## src/rtl/bit_serializer_pkg.sv

```systemverilog
// Shared constants for the serializer and the downstream "111" sequence detector.
package bit_serializer_pkg;

  localparam int WIDTH_DEFAULT = 8;

  typedef logic [0:0] ser_state_t;
  localparam ser_state_t ST_IDLE  = 1'b0;
  localparam ser_state_t ST_SHIFT = 1'b1;

  // Moore detector states: number of consecutive ones seen, saturating at three
  typedef logic [1:0] det_state_t;
  localparam det_state_t DET_S0 = 2'd0;
  localparam det_state_t DET_S1 = 2'd1;
  localparam det_state_t DET_S2 = 2'd2;
  localparam det_state_t DET_S3 = 2'd3;

  function automatic int cnt_bits(input int width);
    return (width < 2) ? 1 : $clog2(width);
  endfunction

endpackage

```

## src/rtl/bit_serializer_hold.sv

```systemverilog
// One-entry holding register between the parallel input and the shifter.
module hold_buf
  import bit_serializer_pkg::*;
#(
  parameter int WIDTH = WIDTH_DEFAULT
) (
  input  logic             clk,
  input  logic             reset,
  input  logic             load,
  input  logic             take,
  input  logic [WIDTH-1:0] din,
  output logic [WIDTH-1:0] data,
  output logic             full
);

  // load and take are mutually exclusive: load needs empty, take needs full
  always_ff @(posedge clk or posedge reset) begin
    if (reset) begin
      data <= '0;
      full <= 1'b0;
    end else if (load) begin
      data <= din;
      full <= 1'b1;
    end else if (take) begin
      full <= 1'b0;
    end
  end

endmodule

```

## src/rtl/bit_serializer.sv

```systemverilog
// Parallel-to-serial converter with a one-word holding register for gapless streaming.
module bit_serializer
  import bit_serializer_pkg::*;
#(
  parameter int WIDTH     = WIDTH_DEFAULT,
  parameter bit MSB_FIRST = 1'b1,
  parameter bit IDLE_BIT  = 1'b0
) (
  input  logic             clk,
  input  logic             reset,
  input  logic [WIDTH-1:0] din,
  input  logic             din_valid,
  output logic             din_ready,
  output logic             w,
  output logic             busy,
  output logic             done
);

  localparam int CW = cnt_bits(WIDTH);

  ser_state_t       state;
  logic [CW-1:0]    cnt;
  logic [WIDTH-1:0] shreg;
  logic [WIDTH-1:0] shnext;
  logic [WIDTH-1:0] hold_data;
  logic             hold_full;
  logic             load;
  logic             take;

  assign din_ready = !hold_full;
  assign load      = din_valid && !hold_full;
  // cnt is zero in IDLE, so this covers both the first load and the back-to-back reload
  assign take      = hold_full && (cnt == '0);
  assign busy      = (state == ST_SHIFT);
  assign done      = busy && (cnt == '0);

  hold_buf #(.WIDTH(WIDTH)) u_hold (
    .clk   (clk),
    .reset (reset),
    .load  (load),
    .take  (take),
    .din   (din),
    .data  (hold_data),
    .full  (hold_full)
  );

  function automatic logic first_bit(input logic [WIDTH-1:0] v);
    return MSB_FIRST ? v[WIDTH-1] : v[0];
  endfunction

  // Rotate rather than shift so every bit stays live; cnt decides when the word ends
  always_comb begin
    shnext = shreg;
    if (take) begin
      shnext = hold_data;
    end else if (MSB_FIRST) begin
      shnext = {shreg[WIDTH-2:0], shreg[WIDTH-1]};
    end else begin
      shnext = {shreg[0], shreg[WIDTH-1:1]};
    end
  end

  always_ff @(posedge clk or posedge reset) begin
    if (reset) begin
      state <= ST_IDLE;
      cnt   <= '0;
      shreg <= '0;
      w     <= IDLE_BIT;
    end else if (take) begin
      state <= ST_SHIFT;
      cnt   <= CW'(WIDTH - 1);
      shreg <= shnext;
      w     <= first_bit(shnext);
    end else if (state == ST_SHIFT && cnt != '0) begin
      cnt   <= cnt - CW'(1);
      shreg <= shnext;
      w     <= first_bit(shnext);
    end else begin
      state <= ST_IDLE;
      w     <= IDLE_BIT;
    end
  end

endmodule

```

## config.mk

```make
export PLATFORM = sky130hd
export DESIGN_NAME = bit_serializer
export DESIGN_NICKNAME = d
export VERILOG_FILES = /design/src/rtl/bit_serializer_pkg.sv /design/src/rtl/bit_serializer_hold.sv /design/src/rtl/bit_serializer.sv
export SDC_FILE = /design/constraint.sdc
export NUM_CORES = 1
export LEC_CHECK = 0
export ABC_CLOCK_PERIOD_IN_PS = 2950
export CAP_MARGIN = 30
export CORE_AREA = 10 10 74 76
export CTS_CLUSTER_SIZE = 25
export DETAILED_ROUTE_END_ITERATION = 16
export DIE_AREA = 0 0 84 86
export DONT_BUFFER_PORTS = 1
export HOLD_SLACK_MARGIN = 0.02
export SYNTH_ARGS = -nofsm -noshare
export SYNTH_HDL_FRONTEND = slang
export SYNTH_HIERARCHICAL = 1
export SYNTH_SLANG_ARGS = --single-unit
```

## constraint.sdc

```tcl
create_clock -name clk -period 2.95 [get_ports clk]
set_clock_uncertainty 0.2 [all_clocks]
set_input_delay 0.1475 -clock clk [delete_from_list [all_inputs] [get_ports clk]]
set_output_delay 0.1475 -clock clk [all_outputs]
set_load 0.01 [all_outputs]
```

==> impl_metrics.tcl <==
set metrics [dict create \
    wire_per_inst_microns 14.5 \
    hpwl_microns 1540 \
    route.vias.total 612 \
    core_sq_um 3970 \
    r2r_slack_ns 0.89 \
    cts_buffer_depth 2 \
    drtIter0Drc 37 \
    power_per_cell_area_nw_per_um2 959 \
    io_pins 15 \
    synthTopCellsByArea "dfrtp_1, mux2_4, o221a_1" \
    antenna_found_initial 0 \
    dr.pass1.iters 4 \
    yosys_warnings 6 \
    dp.cells 124 \
    required_ns 2.89 \
    worst_slew_pin_slew_ns 0.624 \
    antenna_cells 0 \
    die_area_sq_um 7220 \
    path_max_fanout 10 \
    hp-class "in2async" \
    final-setup-viol-count 0 \
    cts_tree "yes" \
    grt_usage_pct 5.63 \
    synth_top_area_share_pct 54.0 \
    syn-cell-area_sq_um 1020 \
    finalSetupTns_ns 0 \
    clk_latency_ns 0.26 \
    fin_cells 136 \
    overflow 0 \
    cp_data_arrival_time_ns 2.00 \
    dieHeight_microns 86 \
    antenna_left 0 \
    ys_seq_area_share_pct 54.0 \
    maxCapViolCount 0 \
    fin_crit_sh_pct 69.8 \
    port_buffers 0 \
    num-fill-cells 416 \
    root_buffer "clkbuf_8" \
    synth_cell_types 21 \
    clock-sinks 22 \
    crit_type "reg2reg" \
    ir_worst_vdd_mv 0.197 \
    nNetsFinal 101 \
    wl_microns 1970 \
    netlist_instances 76 \
    ys_ff_latch 22 \
    finalMaxSlewViolations 0 \
    synth_top_area_cell "dfrtp_1" \
    synth.avg_cell_area_sq_um 13.4 \
    drc_errors 0 \
    vias_per_cell 4.50 \
    status "completed" \
    grt_setup_unrepaired "false" \
    grt_pass1_vias 683 \
    htree_levels 1 \
    maxSlewHeadroom_pct 58.3 \
    hold_viol_final 0 \
    start_kind "register" \
    start_util_pct 25.7 \
    min_period_ns 2.06 \
    die_w_microns 84 \
    cts_buffers 3 \
    fmax_mhz 485 \
    post-cts-setup-buffers 0 \
    grt_max_degree 14 \
    fp-row-count 23 \
    critPathCaptureType "register" \
    layout-drive-gt1-share_pct 22.1 \
    p_leak_nw 0.502 \
    grt_first_pass_wirelength_microns 3400 \
    area_growth_pct 16.8 \
    gp_congestion 0.742 \
    clk_pin_slew_worst_paths_ns 0.07 \
    syn_nets 89 \
]
## synthesized netlist by cell type
cell type / n
dfrtp_1: 22
mux2_4: 8
o221a_1: 8
or3_1: 8
inv_1: 5
nand3_1: 4
inv_2: 3
buf_6: 2
ha_1: 2
nor2b_1: 2
o21a_1: 2
a21o_2: 1
a21oi_1: 1
a32oi_1: 1
buf_4: 1
mux2i_2: 1
nand2_1: 1
nand2_4: 1
nand2b_4: 1
nand3b_1: 1
nor2_1: 1
## flip-flops by register name, indices dropped and copies added, names as in the netlist
name and flops:
cnt 3, w 1, u_hold/full 1, u_hold/data 8
shreg 8, busy 1
## worst paths after layout
path                                              end  depth (start not counted)               start
setup / recovery                 shreg[1]$_DFFE_PP0P_                          5  cnt[0]$_DFFE_PP0P_
hold / removal             u_hold/data[0]$_DFFE_PP0P_                          2               reset
setup reg to reg                 shreg[1]$_DFFE_PP0P_                          5  cnt[0]$_DFFE_PP0P_
hold reg to reg                    cnt[1]$_DFFE_PP0P_                          1  cnt[1]$_DFFE_PP0P_
max in group asynchronous          cnt[0]$_DFFE_PP0P_                          2               reset
min in group clk              u_hold/full$_DFFE_PP0P_                          3           din_valid
## layout by cell type, fill, tap and decap left out
| cell type | instances |
|---|---|
| o221a_1 | 8 |
| a21o_2 | 1 |
| mux2i_2 | 1 |
| inv_1 | 5 |
| nand2b_4 | 1 |
| a32oi_1 | 1 |
| nand2_4 | 1 |
| buf_4 | 1 |
| o21a_1 | 2 |
| mux2_4 | 8 |
| or3_1 | 8 |
| clkbuf_8 | 3 |
| dlygate4sd3_1 | 9 |
| inv_2 | 3 |
| nand3b_1 | 1 |
| nand3_1 | 4 |
| a21oi_1 | 1 |
| nor2_1 | 1 |
| nand2_1 | 1 |
| dfrtp_1 | 22 |
| ha_1 | 2 |
| nor2b_1 | 2 |
## cell type report
cell class,count,area (sq um),share of cell area (%)
clock buffer,3,41.3,3.47
inverter,8,30.0,2.52
multi-input combinational,43,409,34.3
sequential,22,551,46.2
tap,50,62.6,5.25
timing repair buffer,10,97.6,8.19
## metrics by stage
step	utilization [%]	power [mW]	instance area, sq um	worst slack, ns	hold WS, ns
after floorplan	-	0.885	1020	1.30	-0.225
after global placement	26.7	0.942	1060	1.02	-0.196
after detailed placement	26.7	0.965	1060	0.927	-0.185
after CTS	30.0	1.16	1190	0.876	0.119
after global routing	30.0	1.23	1190	0.765	0.141
final	30.0	1.14	1190	0.890	0.101
## per-layer routing
metal	routed length (microns)	global-route usage (%)
met4	26	1.83
met2	927	9.13
met1	914	6.62
met5	0	0
met3	101	2.27
## logic make-up after synthesis
kind of cell	synth area share [%]
adders and majority gates	2.45
and+or+nand+nor	12.0
muxes	13.1
buffers and inverters	5.89
AOI/OAI and AO/OA	12.5
DFF	54.0
## where the power goes
group / switching [mW] / total [mW] / internal, mW
Clock: 0.0855 / 0.177 / 0.0910
Combinational: 0.176 / 0.411 / 0.236
Sequential: 0.114 / 0.555 / 0.440
Total: 0.375 / 1.14 / 0.767
## worst max-delay path, cell delays in order, from the launching register on
cell and delay (ns):
dfrtp_1 0.39, inv_1 0.09, ha_1 0.25, nor2b_1 0.55, nand2_4 0.17, o221a_1 0.29
## repair_timing
item,4_1_cts,5_1_grt
hold buffers,9,0
resized for setup,0,0
hold endpoints to repair,30,0
(Power assumes the default switching activity.)
